## config.mk

```make
export PLATFORM = sky130hd
export DESIGN_NAME = pipe_stage_reg
export DESIGN_NICKNAME = d
export VERILOG_FILES = /design/src/rtl/pipe_stage_reg.sv
export SDC_FILE = /design/constraint.sdc
export NUM_CORES = 1
export LEC_CHECK = 0
export CORE_MARGIN = 2
export CORE_UTILIZATION = 56
export DETAILED_ROUTE_END_ITERATION = 10
export HOLD_SLACK_MARGIN = 0.02
export PLACE_DENSITY_LB_ADDON = 0.2
export SYNTH_ARGS = -nofsm -noshare
export SYNTH_HDL_FRONTEND = slang
export SYNTH_SLANG_ARGS = --single-unit
```

## constraint.sdc

```tcl
create_clock -name clk -period 3.3 [get_ports clk]
set_input_delay 0.99 -clock clk [delete_from_list [all_inputs] [get_ports clk]]
set_output_delay 0.99 -clock clk [all_outputs]
set_load 0.05 [all_outputs]
```

## src/rtl/pipe_stage_reg.sv

```systemverilog
// pipe_stage_reg: inter-stage pipeline register with valid/ready handshake,
// an optional one-entry skid buffer, synchronous flush and a Tnew hazard
// countdown applied on capture. The payload is opaque; only the register-file
// write fields and Tnew are interpreted, to produce the forwarding flag used
// by the hazard unit.
module pipe_stage_reg #(
    parameter int DATA_W = 96,
    parameter int TNEW_W = 2,
    parameter bit SKID   = 1'b1
) (
    input  logic              clk,
    input  logic              reset,
    input  logic              flush,

    input  logic              in_valid,
    output logic              in_ready,
    input  logic [DATA_W-1:0] in_data,
    input  logic [TNEW_W-1:0] in_tnew,
    input  logic              in_regwrite,
    input  logic [4:0]        in_wa,

    output logic              out_valid,
    input  logic              out_ready,
    output logic [DATA_W-1:0] out_data,
    output logic [TNEW_W-1:0] out_tnew,
    output logic              out_regwrite,
    output logic [4:0]        out_wa,
    output logic              out_fwd
);

    // One held pipeline entry.
    typedef struct packed {
        logic [DATA_W-1:0] data;
        logic [TNEW_W-1:0] tnew;
        logic              regwrite;
        logic [4:0]        wa;
    } entry_t;

    // Occupancy of the stage. TWO is only reachable when the skid buffer exists.
    typedef enum logic [1:0] {
        EMPTY = 2'd0,
        ONE   = 2'd1,
        TWO   = 2'd2
    } occ_e;

    occ_e   state_q;
    occ_e   state_d;
    entry_t main_q;
    entry_t skid_q;
    entry_t in_entry;

    logic   in_xfer;
    logic   out_xfer;
    logic   load_main;
    logic   load_skid;
    logic   main_from_skid;

    // Handshake decode. With the skid buffer, in_ready comes from the state
    // register alone so no ready path runs combinationally through the stage.
    assign out_valid = (state_q != EMPTY);
    assign in_ready  = SKID ? (state_q != TWO) : (~out_valid | out_ready);
    assign in_xfer   = in_valid & in_ready;
    assign out_xfer  = out_valid & out_ready;

    // Build the entry to capture: Tnew counts down by one on entering this
    // stage and saturates at zero; it does not count further while held.
    always_comb begin
        in_entry          = '0;
        in_entry.data     = in_data;
        in_entry.tnew     = (in_tnew == '0) ? '0 : (in_tnew - TNEW_W'(1));
        in_entry.regwrite = in_regwrite;
        in_entry.wa       = in_wa;
    end

    // Next occupancy and datapath load selects; flush kills everything held
    // and suppresses any same-cycle capture.
    always_comb begin
        // NOTE: every output of this block gets a default first, so no path
        // through the case leaves one unassigned and no latch is inferred.
        state_d        = state_q;
        load_main      = 1'b0;
        load_skid      = 1'b0;
        main_from_skid = 1'b0;

        if (flush) begin
            state_d = EMPTY;
        end else begin
            unique case (state_q)
                EMPTY: begin
                    if (in_xfer) begin
                        load_main = 1'b1;
                        state_d   = ONE;
                    end
                end
                ONE: begin
                    if (in_xfer && out_xfer) begin
                        load_main = 1'b1;
                    end else if (in_xfer && SKID) begin
                        load_skid = 1'b1;
                        state_d   = TWO;
                    end else if (out_xfer) begin
                        state_d = EMPTY;
                    end
                end
                TWO: begin
                    if (out_xfer) begin
                        main_from_skid = 1'b1;
                        state_d        = ONE;
                    end
                end
                default: begin
                    state_d = EMPTY;
                end
            endcase
        end
    end

    // Occupancy register; reset dominates flush, which dominates transfers.
    always_ff @(posedge clk) begin
        // NOTE: sequential state uses non-blocking assignments so every
        // register samples pre-edge values regardless of statement order.
        if (reset) begin
            state_q <= EMPTY;
        end else begin
            state_q <= state_d;
        end
    end

    // Entry storage: main is the head, skid only ever refills main, so the
    // younger entry can never overtake the older one.
    always_ff @(posedge clk) begin
        if (reset) begin
            // NOTE: the payload registers are reset too, so every out_* field
            // reads zero right after reset rather than leftover data.
            main_q <= '0;
            skid_q <= '0;
        end else begin
            if (load_main) begin
                main_q <= in_entry;
            end else if (main_from_skid) begin
                main_q <= skid_q;
            end
            if (load_skid) begin
                skid_q <= in_entry;
            end
        end
    end

    // Head outputs. The write enable is gated by out_valid so a bubble or a
    // flushed slot never looks like a register write; out_fwd depends only
    // on registered state.
    assign out_data     = main_q.data;
    assign out_tnew     = main_q.tnew;
    assign out_wa       = main_q.wa;
    assign out_regwrite = out_valid & main_q.regwrite;
    assign out_fwd      = out_regwrite & (main_q.wa != 5'd0) & (main_q.tnew == '0);

endmodule

```

# Word level (Yosys, flattened, before mapping)
# Cells that the tools add are included.
# W data, S select, Z words.
dict set report op_classes {
  n_mux 19
  reduce_logical 9
  n_eq_ne 7
  bitwise_logic 5
  add_sub_neg 1
}
# op count
set op_table {}
lappend op_table {{$mux W104} 2}
lappend op_table {{$mux W2} 6}
lappend op_table {{$mux W1} 9}
lappend op_table {{$ne A2 B2 Y1 const B} 4}
lappend op_table {{$logic_not A2 Y1} 3}
lappend op_table {{$pmux W2 S3} 1}
lappend op_table {{$and A1 B1 Y1} 5}
lappend op_table {{$reduce_bool A5 Y1} 1}
lappend op_table {{$reduce_and A4 Y1} 1}
lappend op_table {{$reduce_bool A2 Y1} 2}
lappend op_table {{$ne A3 B3 Y1 const B} 1}
lappend op_table {{$eq A2 B1 Y1 const B} 1}
lappend op_table {{$eq A2 B2 Y1 const B} 1}
lappend op_table {{$pmux W1 S2} 1}
lappend op_table {{$reduce_or A2 Y1} 1}
lappend op_table {{$sub A2 B1 Y2 const B} 1}
lappend op_table {{$logic_and A1 B1 Y1} 1}
dict set report totals {
  regBits 210
  in_bits 109
  wordCells 50
  out_inout_bits 107
}

# Longest topological paths before layout
dict set report depth {
  ltp_word 7
  mapped_depth 7
  ltp_nobuf 3
}

# Worst setup path before layout
# Ideal clock, no wire load.
dict set report synth_path {
  path_type {flip-flop to output port}
  from {reg state_q[1]}
  to {out out_fwd}
  arrival_time_ns 2.873
  required_ns 2.310
  path_stages_with_launch 5
  setup_slack_ns -0.563
  cell_sequence {dfxtp_1 -> buf_6 -> or2_2 -> and2_1 -> nor4b_1}
}
dict set report synth_via {
  elab_chain_cells 4
}
# item line
set synth_rtl {}
lappend synth_rtl {{from (decl)} 46} ;# occ_e state_q;
lappend synth_rtl {{from (signal assigned)} 125} ;# state_q <= state_d;
lappend synth_rtl {{$reduce_bool A2 Y1} 60} ;# assign out_valid = (state_q != EMPTY);
lappend synth_rtl {{via out_valid} 22} ;# output logic out_valid,
lappend synth_rtl {{$and A1 B1 Y1} 155} ;# assign out_regwrite = out_valid & main_q.regwrite;
lappend synth_rtl {{via out_regwrite} 26} ;# output logic out_regwrite,
lappend synth_rtl {{$and A1 B1 Y1 (2 in series)} 156} ;# assign out_fwd = out_regwrite & (main_q.wa != 5'd0) & (main_q.tnew == '0);
lappend synth_rtl {{to (decl)} 28} ;# output logic out_fwd
# The timed path passes the listed nets, and every way through them passes these cells.

# Worst setup path in the final report
dict set report layout_path {
  from {reg state_q[0]}
  to {out out_regwrite}
}
dict set report layout_via {
  elab_chain_cells 2
}
# item line
set layout_rtl {}
lappend layout_rtl {{$reduce_bool A2 Y1} 60}
lappend layout_rtl {{$and A1 B1 Y1} 155}
lappend layout_rtl {{to (decl)} 26}
# No other way between the ends.

==> results.md <==
* Chip height at 141 µm
* Max-cap violations at 0
* Synthesized Nets at 1300
* Flip-flop and latch area at 4200 µm²
* Reg-to-reg slack, setup at 1.36 ns
* Root buffer cell: clkbuf_16
* Vias/cell at 5.81
* CTS Buffer Depth at 3
* Clk pwr share at 0.418
* Worst-Skew Late Latency at 0.51 ns
* CP top delay family: buffers and inverters
* Comb power frac at 0.169
* Internal power consumption at 4740 µW
* Sw power at 1790 µW
* Cell breakdown of the critical path: or2_2 -> and2_1 -> clkdlybuf4s50_1
* Peak supply drop at 388 µV
* Post-route antenna net violation count at 0
* Avg Cell Area, Syn at 8.83 µm²
* Fin crit period at 3.16 ns
* Fin nets at 1341
* Crit path capture type: primary output
* Hold Vio Cnt, Final at 0
* Design Area, Final at 12700 µm²
* Crit-path slowest cell: clkdlybuf4s50_1
* Largest net degree at the start of global routing at 104
* CP max FO at 9
* WP buf/inv at 1
* First-pass GRT wire length at 42.2 mm
* HPWL Detailed at 15.3 mm
* Startpoint types: register
* Sequential cell area fraction in the yosys report at 0.400
* Required @ worst endpoint at 2.31 ns
* Post-synth ARST share at 0
* CTS HTree Levels at 1
* Mapped Area at 10500 µm²
* Setup TNS at 0 ns
* TritonCTS clock tree: done
* Cell Area, Placed at 11900 µm²
* Core ar. at 18600 µm²
* Number of global-route vias before repair at 8215
* Status: finished, final reports clean
* Initial core utilization at 0.566
* Sw Ratio at 0.274
* Clock sink count at 210
* Final max-slew violation count at 0
* Final setup vio count at 0
* Total GRT Usage at 0.253
* Wire per inst at 17.5 µm
* Initial DRC Count at 522
* Post-cts sizing count at 1
* Number of remaining DRC errors at 0
* Routability congestion estimate at 0.751
* Worst Max-Slew Pin Slew at 0.803 ns
* Die Area at 19900 µm²
* Antenna violations before repair at 1
* Final WL at 25.9 mm
* Reg power frac at 0.414
* Synth Register Bits at 210
* Crit share post-route at 0.956
* Hold WC Path Type: reg -> reg
* Final Hold Slack at 0.473 ns
* F_max at 0.317 GHz
* Multi-input combinational cell area at 4860 µm²
* First-pass iteration count of the detailed router at 5
* Yosys warns at 0
* Area growth from synthesis to layout at 21.0%
* Dominant synthesized flop cell: dfxtp_1
* Relative slew slack at 0.465
* Synth unique cells at 33
* Pleak at 0.00410 µW
* Delay of the slowest critical-path stage at 0.81 ns
* RSZ-0062 raised after global routing: no
* Layout cells sized above 1 at 0.189
* Setup bufs post-CTS at 0
* Worst-path clk slew at 0.07 ns
* Post-cts hold buffer count at 0
* Worst endpoint data arrival time at 2.17 ns
* CTS Buf Count at 23
* Number of synthesized flops with an enable pin at 0
* Row count at 50
* # fillers at 1485
* DR vias at 8624
* Number of buffers added on ports at 215
* Synth Instances at 1191
* WS Path Type: reg -> out
* Cell area power density at 513 nW/µm²
* Ports at 216
* Overflow after GRT at 0
* Clock Skew at 0.00534 ns
* Die W at 141 µm
==> per-layer routing <==
| metal | wire (µm) | track usage | vias to the layer above |
|---|---|---|---|
| li1 | - | - | 4214 |
| met1 | 11700 | 0.353 | 4096 |
| met2 | 12000 | 0.397 | 270 |
| met3 | 1750 | 0.0520 | 44 |
| met4 | 557 | 0.0737 | 0 |
| met5 | 0 | 0 | - |
==> cell families after synthesis <==
family,Yosys count,share of synthesized area
simple gates,434,0.232
compound gates,316,0.224
buf+inv,230,0.143
flops,210,0.400
mux,1,0.000952
==> power groups by stage <==
stage                     clock network (µW)  registers, µW  logic (µW)
after floorplan                            0           2730         821
after global placement                     0           2750        1090
after detailed placement                   0           2750        1100
after CTS                               2760           2700        1100
after global routing                    2860           2710        1160
final                                   2730           2700        1100
==> cell type report <==
type,instances,share of cell area
Tap cell,234,0.0230
Clock inverter,11,0.0127
Timing Repair Buffer,246,0.201
Antenna cell,1,0.000197
Sequential cell,210,0.330
Multi-Input combinational cell,751,0.382
Clock buffer,31,0.0507
==> sequential cells by signal, summed over array words and instances (netlist names) <==
signal	count
out_data	96
main_q	1
state_q	2
out_wa	5
skid_q	104
out_tnew	2
==> cell usage in the layout, fill, tap and decap left out, drive strengths merged, types with 2 or more instances in the layout <==
master and instances:
clkinv 5, bufinv 4, nand2b 2, nor2b 2
nand2 210, clkbuf 32, dfxtp 210, or3b 2
a21oi 105, nor3 103, nand3 103, nor2 3
buf 31, clkdlybuf4s50 213, o21ai 104, a311oi 104
==> tightest hold or removal path, delay by kind of cell, from the launching register on <==
kind | cells | cell delay (ns)
compound gates | 1 | 0.07
flops | 1 | 0.31
simple gates | 1 | 0.05
==> cell usage after synthesis, types with 2 or more instances <==
library cell  count  area share
nor3_1            7      0.0033
a21oi_1         105       0.050
nor2_1            3      0.0011
o21ai_1          24       0.011
dfxtp_1         210        0.40
buf_4           111       0.079
clkbuf_1         61       0.022
nand2_1         209       0.075
a311oi_2         60       0.086
nor2b_1           2      0.0012
nand2b_1          2      0.0012
a311oi_1         44       0.037
nand3_1         103       0.049
nor3_2           96       0.091
o21ai_0          80       0.038
buf_6            24       0.026
buf_2            34       0.016
==> metrics by stage <==
stage / util / setup slack, ns / power [µW] / instances
after global routing: 0.685 / 0.0527 / 6730 / 1484
final: 0.685 / 0.144 / 6530 / 1484
after CTS: 0.685 / 0.119 / 6570 / 1483
after detailed placement: 0.641 / 0.241 / 3850 / 1441
after global placement: 0.641 / 0.319 / 3850 / 1441
after floorplan: - / 0.114 / 3550 / 1191
==> path summary, 6_finish.rpt <==
kind / depth (start not counted) / start / end
setup / recovery: 3 / state_q[0] / out_regwrite
hold / removal: 2 / skid_q[76] / out_data[68]
setup reg to reg: 5 / state_q[1] / out_data[77]
hold reg to reg: 2 / skid_q[76] / out_data[68]
Note: power is estimated with default switching activity, not from simulation.
